[src/rtl/mips_ctrl_pkg.sv]
// mips_ctrl_pkg: states, opcode/funct constants and datapath select encodings for the multicycle control
package mips_ctrl_pkg;

    typedef enum logic [4:0] {
        S_RESET, S_FETCH, S_DECODE, S_R_EX, S_R_WB, S_ADDI_EX, S_ADDI_WB,
        S_MEMADR, S_MEMRD, S_MEMWB, S_MEMWR, S_BRANCH, S_JUMP, S_JAL, S_JR,
        S_EXC, S_HALT
    } state_t;

    localparam logic [5:0] OP_R    = 6'h00;
    localparam logic [5:0] OP_J    = 6'h02;
    localparam logic [5:0] OP_JAL  = 6'h03;
    localparam logic [5:0] OP_BEQ  = 6'h04;
    localparam logic [5:0] OP_BNE  = 6'h05;
    localparam logic [5:0] OP_ADDI = 6'h08;
    localparam logic [5:0] OP_LW   = 6'h23;
    localparam logic [5:0] OP_SW   = 6'h2B;

    localparam logic [5:0] FN_JR    = 6'h08;
    localparam logic [5:0] FN_BREAK = 6'h0D;

    typedef enum logic [1:0] {RD_RT, RD_RD, RD_RA, RD_RSVD} reg_dst_t;
    typedef enum logic [1:0] {MR_ALU, MR_MDR, MR_PC} mem_to_reg_t;
    typedef enum logic [1:0] {SB_B, SB_FOUR, SB_IMM, SB_IMM_SH} alu_src_b_t;
    typedef enum logic [1:0] {AO_ADD, AO_SUB, AO_FUNCT} alu_op_t;
    typedef enum logic [1:0] {PS_ALU, PS_ALUOUT, PS_JUMP, PS_EXC} pc_source_t;

endpackage

[src/rtl/mips_multicycle_ctrl.sv]
// mips_multicycle_ctrl: main control FSM sequencing fetch/decode/execute/mem/writeback of the multicycle MIPS
module mips_multicycle_ctrl
    import mips_ctrl_pkg::*;
(
    input  logic       clk,
    input  logic       reset_n,
    input  logic [5:0] opcode,
    input  logic [5:0] funct,
    input  logic       mem_ready,
    input  logic       alu_overflow,
    output logic       pc_write,
    output logic       pc_write_cond,
    output logic       branch_ne,
    output logic       i_or_d,
    output logic       mem_rd,
    output logic       mem_wr,
    output logic       ir_write,
    output logic       reg_write,
    output logic [1:0] reg_dst,
    output logic [1:0] mem_to_reg,
    output logic       alu_src_a,
    output logic [1:0] alu_src_b,
    output logic [1:0] alu_op,
    output logic [1:0] pc_source,
    output logic       exc_active
);

    state_t state, next_state;

    always_ff @(posedge clk) begin
        if (!reset_n) state <= S_RESET;
        else          state <= next_state;
    end

    always_comb begin
        next_state    = state;
        pc_write      = 1'b0;
        pc_write_cond = 1'b0;
        branch_ne     = 1'b0;
        i_or_d        = 1'b0;
        mem_rd        = 1'b0;
        mem_wr        = 1'b0;
        ir_write      = 1'b0;
        reg_write     = 1'b0;
        reg_dst       = RD_RT;
        mem_to_reg    = MR_ALU;
        alu_src_a     = 1'b0;
        alu_src_b     = SB_B;
        alu_op        = AO_ADD;
        pc_source     = PS_ALU;
        exc_active    = 1'b0;
        case (state)
            S_RESET: next_state = S_FETCH;
            S_FETCH: begin
                mem_rd     = 1'b1;
                alu_src_b  = SB_FOUR;
                ir_write   = mem_ready;
                pc_write   = mem_ready;
                next_state = mem_ready ? S_DECODE : S_FETCH;
            end
            S_DECODE: begin
                alu_src_b = SB_IMM_SH;
                case (opcode)
                    OP_R:          next_state = funct == FN_JR    ? S_JR   :
                                                funct == FN_BREAK ? S_HALT : S_R_EX;
                    OP_LW, OP_SW:  next_state = S_MEMADR;
                    OP_BEQ, OP_BNE: next_state = S_BRANCH;
                    OP_ADDI:       next_state = S_ADDI_EX;
                    OP_J:          next_state = S_JUMP;
                    OP_JAL:        next_state = S_JAL;
                    default:       next_state = S_EXC;
                endcase
            end
            S_R_EX: begin
                alu_src_a  = 1'b1;
                alu_op     = AO_FUNCT;
                next_state = alu_overflow ? S_EXC : S_R_WB;
            end
            S_R_WB: begin
                reg_write  = 1'b1;
                reg_dst    = RD_RD;
                next_state = S_FETCH;
            end
            S_ADDI_EX: begin
                alu_src_a  = 1'b1;
                alu_src_b  = SB_IMM;
                next_state = alu_overflow ? S_EXC : S_ADDI_WB;
            end
            S_ADDI_WB: begin
                reg_write  = 1'b1;
                next_state = S_FETCH;
            end
            S_MEMADR: begin
                alu_src_a  = 1'b1;
                alu_src_b  = SB_IMM;
                next_state = opcode == OP_SW ? S_MEMWR : S_MEMRD;
            end
            S_MEMRD: begin
                mem_rd     = 1'b1;
                i_or_d     = 1'b1;
                next_state = mem_ready ? S_MEMWB : S_MEMRD;
            end
            S_MEMWB: begin
                reg_write  = 1'b1;
                mem_to_reg = MR_MDR;
                next_state = S_FETCH;
            end
            S_MEMWR: begin
                mem_wr     = 1'b1;
                i_or_d     = 1'b1;
                next_state = mem_ready ? S_FETCH : S_MEMWR;
            end
            S_BRANCH: begin
                alu_src_a     = 1'b1;
                alu_op        = AO_SUB;
                pc_write_cond = 1'b1;
                pc_source     = PS_ALUOUT;
                branch_ne     = opcode == OP_BNE;
                next_state    = S_FETCH;
            end
            S_JUMP: begin
                pc_write   = 1'b1;
                pc_source  = PS_JUMP;
                next_state = S_FETCH;
            end
            S_JAL: begin
                reg_write  = 1'b1;
                reg_dst    = RD_RA;
                mem_to_reg = MR_PC;
                pc_write   = 1'b1;
                pc_source  = PS_JUMP;
                next_state = S_FETCH;
            end
            S_JR: begin
                alu_src_a  = 1'b1;
                pc_write   = 1'b1;
                next_state = S_FETCH;
            end
            S_EXC: begin
                exc_active = 1'b1;
                pc_write   = 1'b1;
                pc_source  = PS_EXC;
                next_state = S_FETCH;
            end
            S_HALT: next_state = S_HALT;
            default: next_state = S_RESET;
        endcase
    end

endmodule

[config.mk]
export PLATFORM = sky130hd
export DESIGN_NAME = mips_multicycle_ctrl
export DESIGN_NICKNAME = d
export VERILOG_FILES = /design/src/rtl/mips_ctrl_pkg.sv /design/src/rtl/mips_multicycle_ctrl.sv
export SDC_FILE = /design/constraint.sdc
export NUM_CORES = 1
export LEC_CHECK = 0
export CAP_MARGIN = 20
export CORE_UTILIZATION = 39
export CTS_BUF_LIST = sky130_fd_sc_hd__clkbuf_8
export CTS_CLUSTER_SIZE = 14
export DETAILED_ROUTE_END_ITERATION = 12
export GPL_ROUTABILITY_DRIVEN = 1
export PLACE_DENSITY_LB_ADDON = 0.08
export RECOVER_POWER = 25
export SKIP_CTS_REPAIR_TIMING = 1
export SLEW_MARGIN = 20
export SYNTH_ARGS = -nofsm -noshare
export SYNTH_HDL_FRONTEND = slang
export SYNTH_SLANG_ARGS = --single-unit
[constraint.sdc]
create_clock -name clk -period 1.9 [get_ports clk]
set_input_delay 0.285 -clock clk [delete_from_list [all_inputs] [get_ports clk]]
set_output_delay 0.285 -clock clk [all_outputs]
set_load 0.02 [all_outputs]
==> flow_summary.toml, run 1 <==
[yosys]
synth.ff_latch_count = 5
synth_top_area_share_pct = 15.3
synth_area_leaders = "dfxtp_1, nor3_1, nor2_1, a21oi_1, nor4_1"
syn_inst = 99
syn_area_um2 = 653
synth_top_flop_cell = "dfxtp_1"
ys_seq_area_share_pct = 15.3
synth_cell_type_count = 35
synth-edff-count = 0
yosys_warnings = 0
async_reset_ff_share_pct = 0
syn_area_per_cell_um2 = 6.60
yosysTopAreaCell = "dfxtp_1"
syn_nets = 115

[timing]
worstMarginPinSlew_ns = 0.565
setup_viol = 0
whs_ns = 0.656
hold_viol = 0
fin_crit_ns = 1.82
skew_ns = 0.00780
period_share_pct = 96.0
drv_slew = 0
slew_headroom_pct = 61.3
grt_setup_unrepaired = "no"
worst_slack_ns = 0.0765
max_clock_freq_ghz = 0.548

[critical_path]
crit_path_start = "opcode[1]"
crit_buf_inv = 2
cp.arrival_ns = 1.54
required_ns = 1.62
critPathMaxFanout = 2
rr_worst_depth = 5
slowest_stage = "clkdlybuf4s50_1"
start_kind = "primary input"
crit_type = "primary input to output port"
critPathMaxStageDelay_ns = 0.46
r2r_end = "state[3]$_SDFF_PN0_"
cp_num_cells = 4
reg2reg_setup_slack_ns = 0.13
reg2reg_from = "state[2]$_SDFF_PN0_"
cp-end-kind = "output port"
cp-endpoint = "branch_ne"
path_delay_family = "buffers and inverters"
cp_cell_sequence = "clkdlybuf4s50_1, nor4_4, and4_2, dlymetal6s2s_1"

[clock_tree]
cts.sinks = 5
cts_tree = "yes"
clkTransAtPathRegs_ns = 0.04
clkLatencyLatePin_ns = 0.23
cts_root_buf = "clkbuf_8"
numCtsBuffers = 3
ctsLongestPathBuffers = 2
h-tree-depth = 1

[die]
coreArea_um2 = 1540
dieArea_um2 = 1840
io_pins = 36
initial_utilization_pct = 42.4
row_count = 14
die_w_um = 42.9
fp.dieH_um = 42.9

[detailed_routing]
drc_errors = 0
wl_um = 2720
drtIter0Drc = 44
ant_nets = 0
viasPerCell = 6.07
drt_pass1_iterations = 4
vias = 1057
wl_per_cell_um = 15.6

[layout]
antenna_cells = 0
largest_register = "state"
drive_above_1_share_pct = 23.4
multi_input_area_um2 = 533
final_core_util_pct = 82.9
fillCellCount = 105
area.sequential_um2 = 100
fin_nets = 175
largest_reg_flops = 5
syn_to_final_growth_pct = 95.6
reg_top3 = "state x5"

[global_routing]
globalRouteOverflowTotal = 0
grt_max_degree = 16
grt_pass1_wl_um = 4400
antenna_found_initial = 0
grt_pass1_vias = 1019
grtUsageTotal_pct = 31.0

[place]
hpwl_um = 1930
numPortBuffers = 35
pre_cts_ws_ns = -0.380
gp_congestion = 0.905

[run]
maxCapViolCount = 0

[outcome]
status = "completed"

[pwr]
finalPower_mw = 0.904
ir_drop_mv = 0.728
p_per_area_nw_per_um2 = 708
p_leak_nw = 0.720

[min_path]
worstHoldPathType = "primary input to register"
min_from = "reset_n"
==> power breakdown <==
group          leakage [nW]  total [mW]  internal (mW)  switching, mW
Combinational         0.652       0.563          0.261          0.303
Sequential           0.0409       0.136          0.122         0.0138
Clock                0.0269       0.205          0.140         0.0652
Total                 0.720       0.904          0.522          0.382
==> metal layers <==
metal	part of all wire [%]	up-vias	GRT usage (%)
met2	50	81	55.5
met4	4.5	0	16.9
li1	-	491	-
met5	0	-	0
met1	37	468	33.3
met3	8.0	17	6.38
==> stage by stage <==
| stage | instances | instance area (µm²) | TNS [ns] |
|---|---|---|---|
| final | 174 | 1280 | 0 |
| after global routing | 174 | 1280 | 0 |
| after CTS | 174 | 1250 | -3.16 |
| after detailed placement | 170 | 1200 | -0.842 |
| after global placement | 170 | 1200 | -0.715 |
| after floorplan | 99 | 659 | 0 |
==> layout make-up <==
class / count / area share [%]
Clock buffer: 3 / 3.23
Sequential cell: 5 / 7.84
Clock inverter: 1 / 0.294
Inverter: 5 / 1.47
Multi-Input combinational cell: 81 / 41.7
Timing Repair Buffer: 63 / 43.9
Tap cell: 16 / 1.57
==> cells by family (layout without fill, tap and decap cells) <==
logic type | after synthesis | count (layout) | share of synthesized area, %
and+or+nand+nor | 51 | 51 | 44.6
AOI/OAI and AO/OA | 27 | 27 | 27.6
buffers and inverters | 13 | 72 | 8.43
DFF | 5 | 5 | 15.3
xor gates and xnor gates | 3 | 3 | 4.02
==> placed cells by master, fill, tap and decap left out, types with 2 or more instances in the layout <==
master / synthesis / final
a31oi_1: 4 / 4
nand2_1: 5 / 5
inv_1: 5 / 6
nand3b_1: 2 / 2
nor3b_1: 2 / 2
a311oi_1: 2 / 2
or3_1: 2 / 2
nor3_1: 9 / 9
nand2b_1: 3 / 3
nand4b_1: 2 / 2
nor2_1: 12 / 12
dfxtp_1: 5 / 5
xnor2_1: 3 / 3
a21oi_1: 7 / 7
o21ai_0: 4 / 4
buf_4: 1 / 28
nor2b_1: 3 / 3
dlymetal6s2s_1: 0 / 15
clkbuf_8: 0 / 3
nor4_1: 5 / 3
clkbuf_1: 5 / 6
clkdlybuf4s50_1: 0 / 14
==> how the worst min path moves through the flow <==
stage,slack [ns],cells after the start,end
detailed placement,0.78,4,state[1]$_SDFF_PN0_
global route,0.65,2,state[4]$_SDFF_PN0_
floorplan,0.41,1,state[4]$_SDFF_PN0_
finish,0.66,2,state[4]$_SDFF_PN0_
global placement,0.76,3,state[4]$_SDFF_PN0_
CTS,0.65,2,state[4]$_SDFF_PN0_
==> cells in the mapped netlist (all sizes together) (2+ instances only) <==
master and number:
a21oi 7, a311oi 2, a31oi 4, buf 3
clkbuf 5, dfxtp 5, inv 5, nand2 5
nand2b 3, nand3b 2, nand4b 2, nor2 12
nor2b 3, nor3 9, nor3b 2, nor4 5
o21ai 4, o31ai 2, or3 2, xnor2 3
Note: power is estimated with default switching activity, not from simulation.
==> run 2, diff against run 1 <==
GPL_ROUTABILITY_DRIVEN = default   (was 1)
==> results of run 2 <==
Final layout, timing and power as in run 1 (identical DEF).
==> edit, RTL diff (flow settings as in run 1) <==
Reset style: asynchronous (`reset_n`), changed in one clocked block.
--- a/src/rtl/mips_multicycle_ctrl.sv
+++ b/src/rtl/mips_multicycle_ctrl.sv
@@ -27,7 +27,7 @@
 
     state_t state, next_state;
 
-    always_ff @(posedge clk) begin
+    always_ff @(posedge clk or negedge reset_n) begin
         if (!reset_n) state <= S_RESET;
         else          state <= next_state;
     end
Behaviour: differs if reset_n is asserted again (counterexample within 4 cycles, from zero or initial values and one cycle with reset_n low); with reset_n held inactive, the same outputs for 10 cycles.
==> edit against run 1 <==
The run now ends with negative setup slack left. Area after synthesis up 16%. Sequential cell count unchanged. Register-to-register slack worse by 90 ps. Wire length up 16%. Cell area up 21%. Utilization up 4.4 points. Die area up 15%. Via count up 6.2%. Worst setup slack worse by 160 ps. First-iteration DRC count down 36%. Fmax down 7.9%. Critical endpoint is now state[4].
Power is not compared: it rests on default switching activity, and its combinational part moved more than twofold at a synthesized area within 25%.
==> edit: results (changes against run 1) <==
** Worst setup path
- The endpoint arrival time on the critical path is 2090 ps (was 1540 ps).
- The cell family with the largest share of critical-path delay is simple AND/OR/NAND/NOR gates (was buffers and inverters).
- WS Path Type :: input pin to register (was input pin to primary output)
- Slowest-stage cell, CP :: sky130_fd_sc_hd__or4b_4 (was sky130_fd_sc_hd__clkdlybuf4s50_1)
- Minimum setup slack among reg-to-reg paths :: 40 ps (was 130 ps)
- Reg2Reg Depth :: 7 (was 5)

** Timing
- The smallest setup slack after layout came to -79.0 ps (was 76.5 ps).
- The final count of negative-setup-slack endpoints was 1 (was 0).
- Fin Clk Skew :: 0.232 ps (was 7.80 ps)

** Logic synthesis
- Top cells by area, synth: sky130_fd_sc_hd__dfrtp_1, sky130_fd_sc_hd__nor3_1, sky130_fd_sc_hd__buf_4, sky130_fd_sc_hd__nor2_1, sky130_fd_sc_hd__nand2b_1 (was sky130_fd_sc_hd__dfxtp_1, sky130_fd_sc_hd__nor3_1, sky130_fd_sc_hd__nor2_1, sky130_fd_sc_hd__a21oi_1, sky130_fd_sc_hd__nor4_1).
- Share of synthesized area spent on multiplexers :: 2.81% (was 0%)
- The prevailing post-synth register cell was sky130_fd_sc_hd__dfrtp_1 (was sky130_fd_sc_hd__dfxtp_1).
- The fraction of the yosys area taken by sequential cells is 16.6% (was 15.3%).
- Number of distinct library cells after synthesis :: 45 (was 35)

** Cells and area
- The total of plain and repair buffers excluding clock buffers is 78 (was 63).
- The proportion of cell area occupied by multi-input gates was 40.8% (was 41.7%).
- Final-layout clock-cell area share :: 3.01% (was 3.53%)
- The number of non-clock inverters in the layout is 3 (was 5).
- The filler cell count in the final layout was 104 (was 105).

** Drt
- The wire length on met3 was 165 um (was 217 um).
- Wire length the detailed router placed on met1 :: 1150 um (was 1020 um)
- The final routed wire length divided by cell count is 16.1 um (was 15.6 um).

** Placed design
- Hpwl dp :: 2270 um (was 1930 um)
- GP Congestion :: 0.845 (was 0.905)

** Outcome
- Violations in the final reports :: negative setup slack
- Run status: finished with violations (was finished clean).

** GRT
- The met3 usage is 1.98% (was 6.38%).
- Via count of the first global-routing pass :: 1008 (was 1019)

** Hold path
- Class of the tightest hold or removal check :: input pin to asynchronous set/reset pin (was input pin to register)
-- edit: worst min-delay path by stage --
stage / startpoint / endpoint / slack [ps]
2_1_floorplan: reset_n / state[0] / -10
3_3_place_gp: reset_n / state[1] / 510
3_5_place_dp: reset_n / state[1] / 520
4_1_cts: reset_n / state[1] / 280
5_1_grt: reset_n / state[2] / 370
6_report: reset_n / state[4] / 350
-- edit: power by group through the flow --
stage | registers [W] | logic, W | clock network, W
CTS | 0.000207 | 0.00134 | 0.000203
global placement | 0.000208 | 0.00129 | 0
detailed placement | 0.000208 | 0.00132 | 0
global route | 0.000219 | 0.00147 | 0.000210
floorplan | 0.000178 | 0.000704 | 0
finish | 0.000216 | 0.00138 | 0.000200
-- edit: metrics by stage --
step | setup WS, ps | area [um2] | instances
after CTS | -382 | 1460 | 197
after detailed placement | -358 | 1410 | 193
final | -79.0 | 1540 | 197
after global routing | -96.2 | 1540 | 197
after global placement | -246 | 1410 | 193
after floorplan | 5.17 | 772 | 100
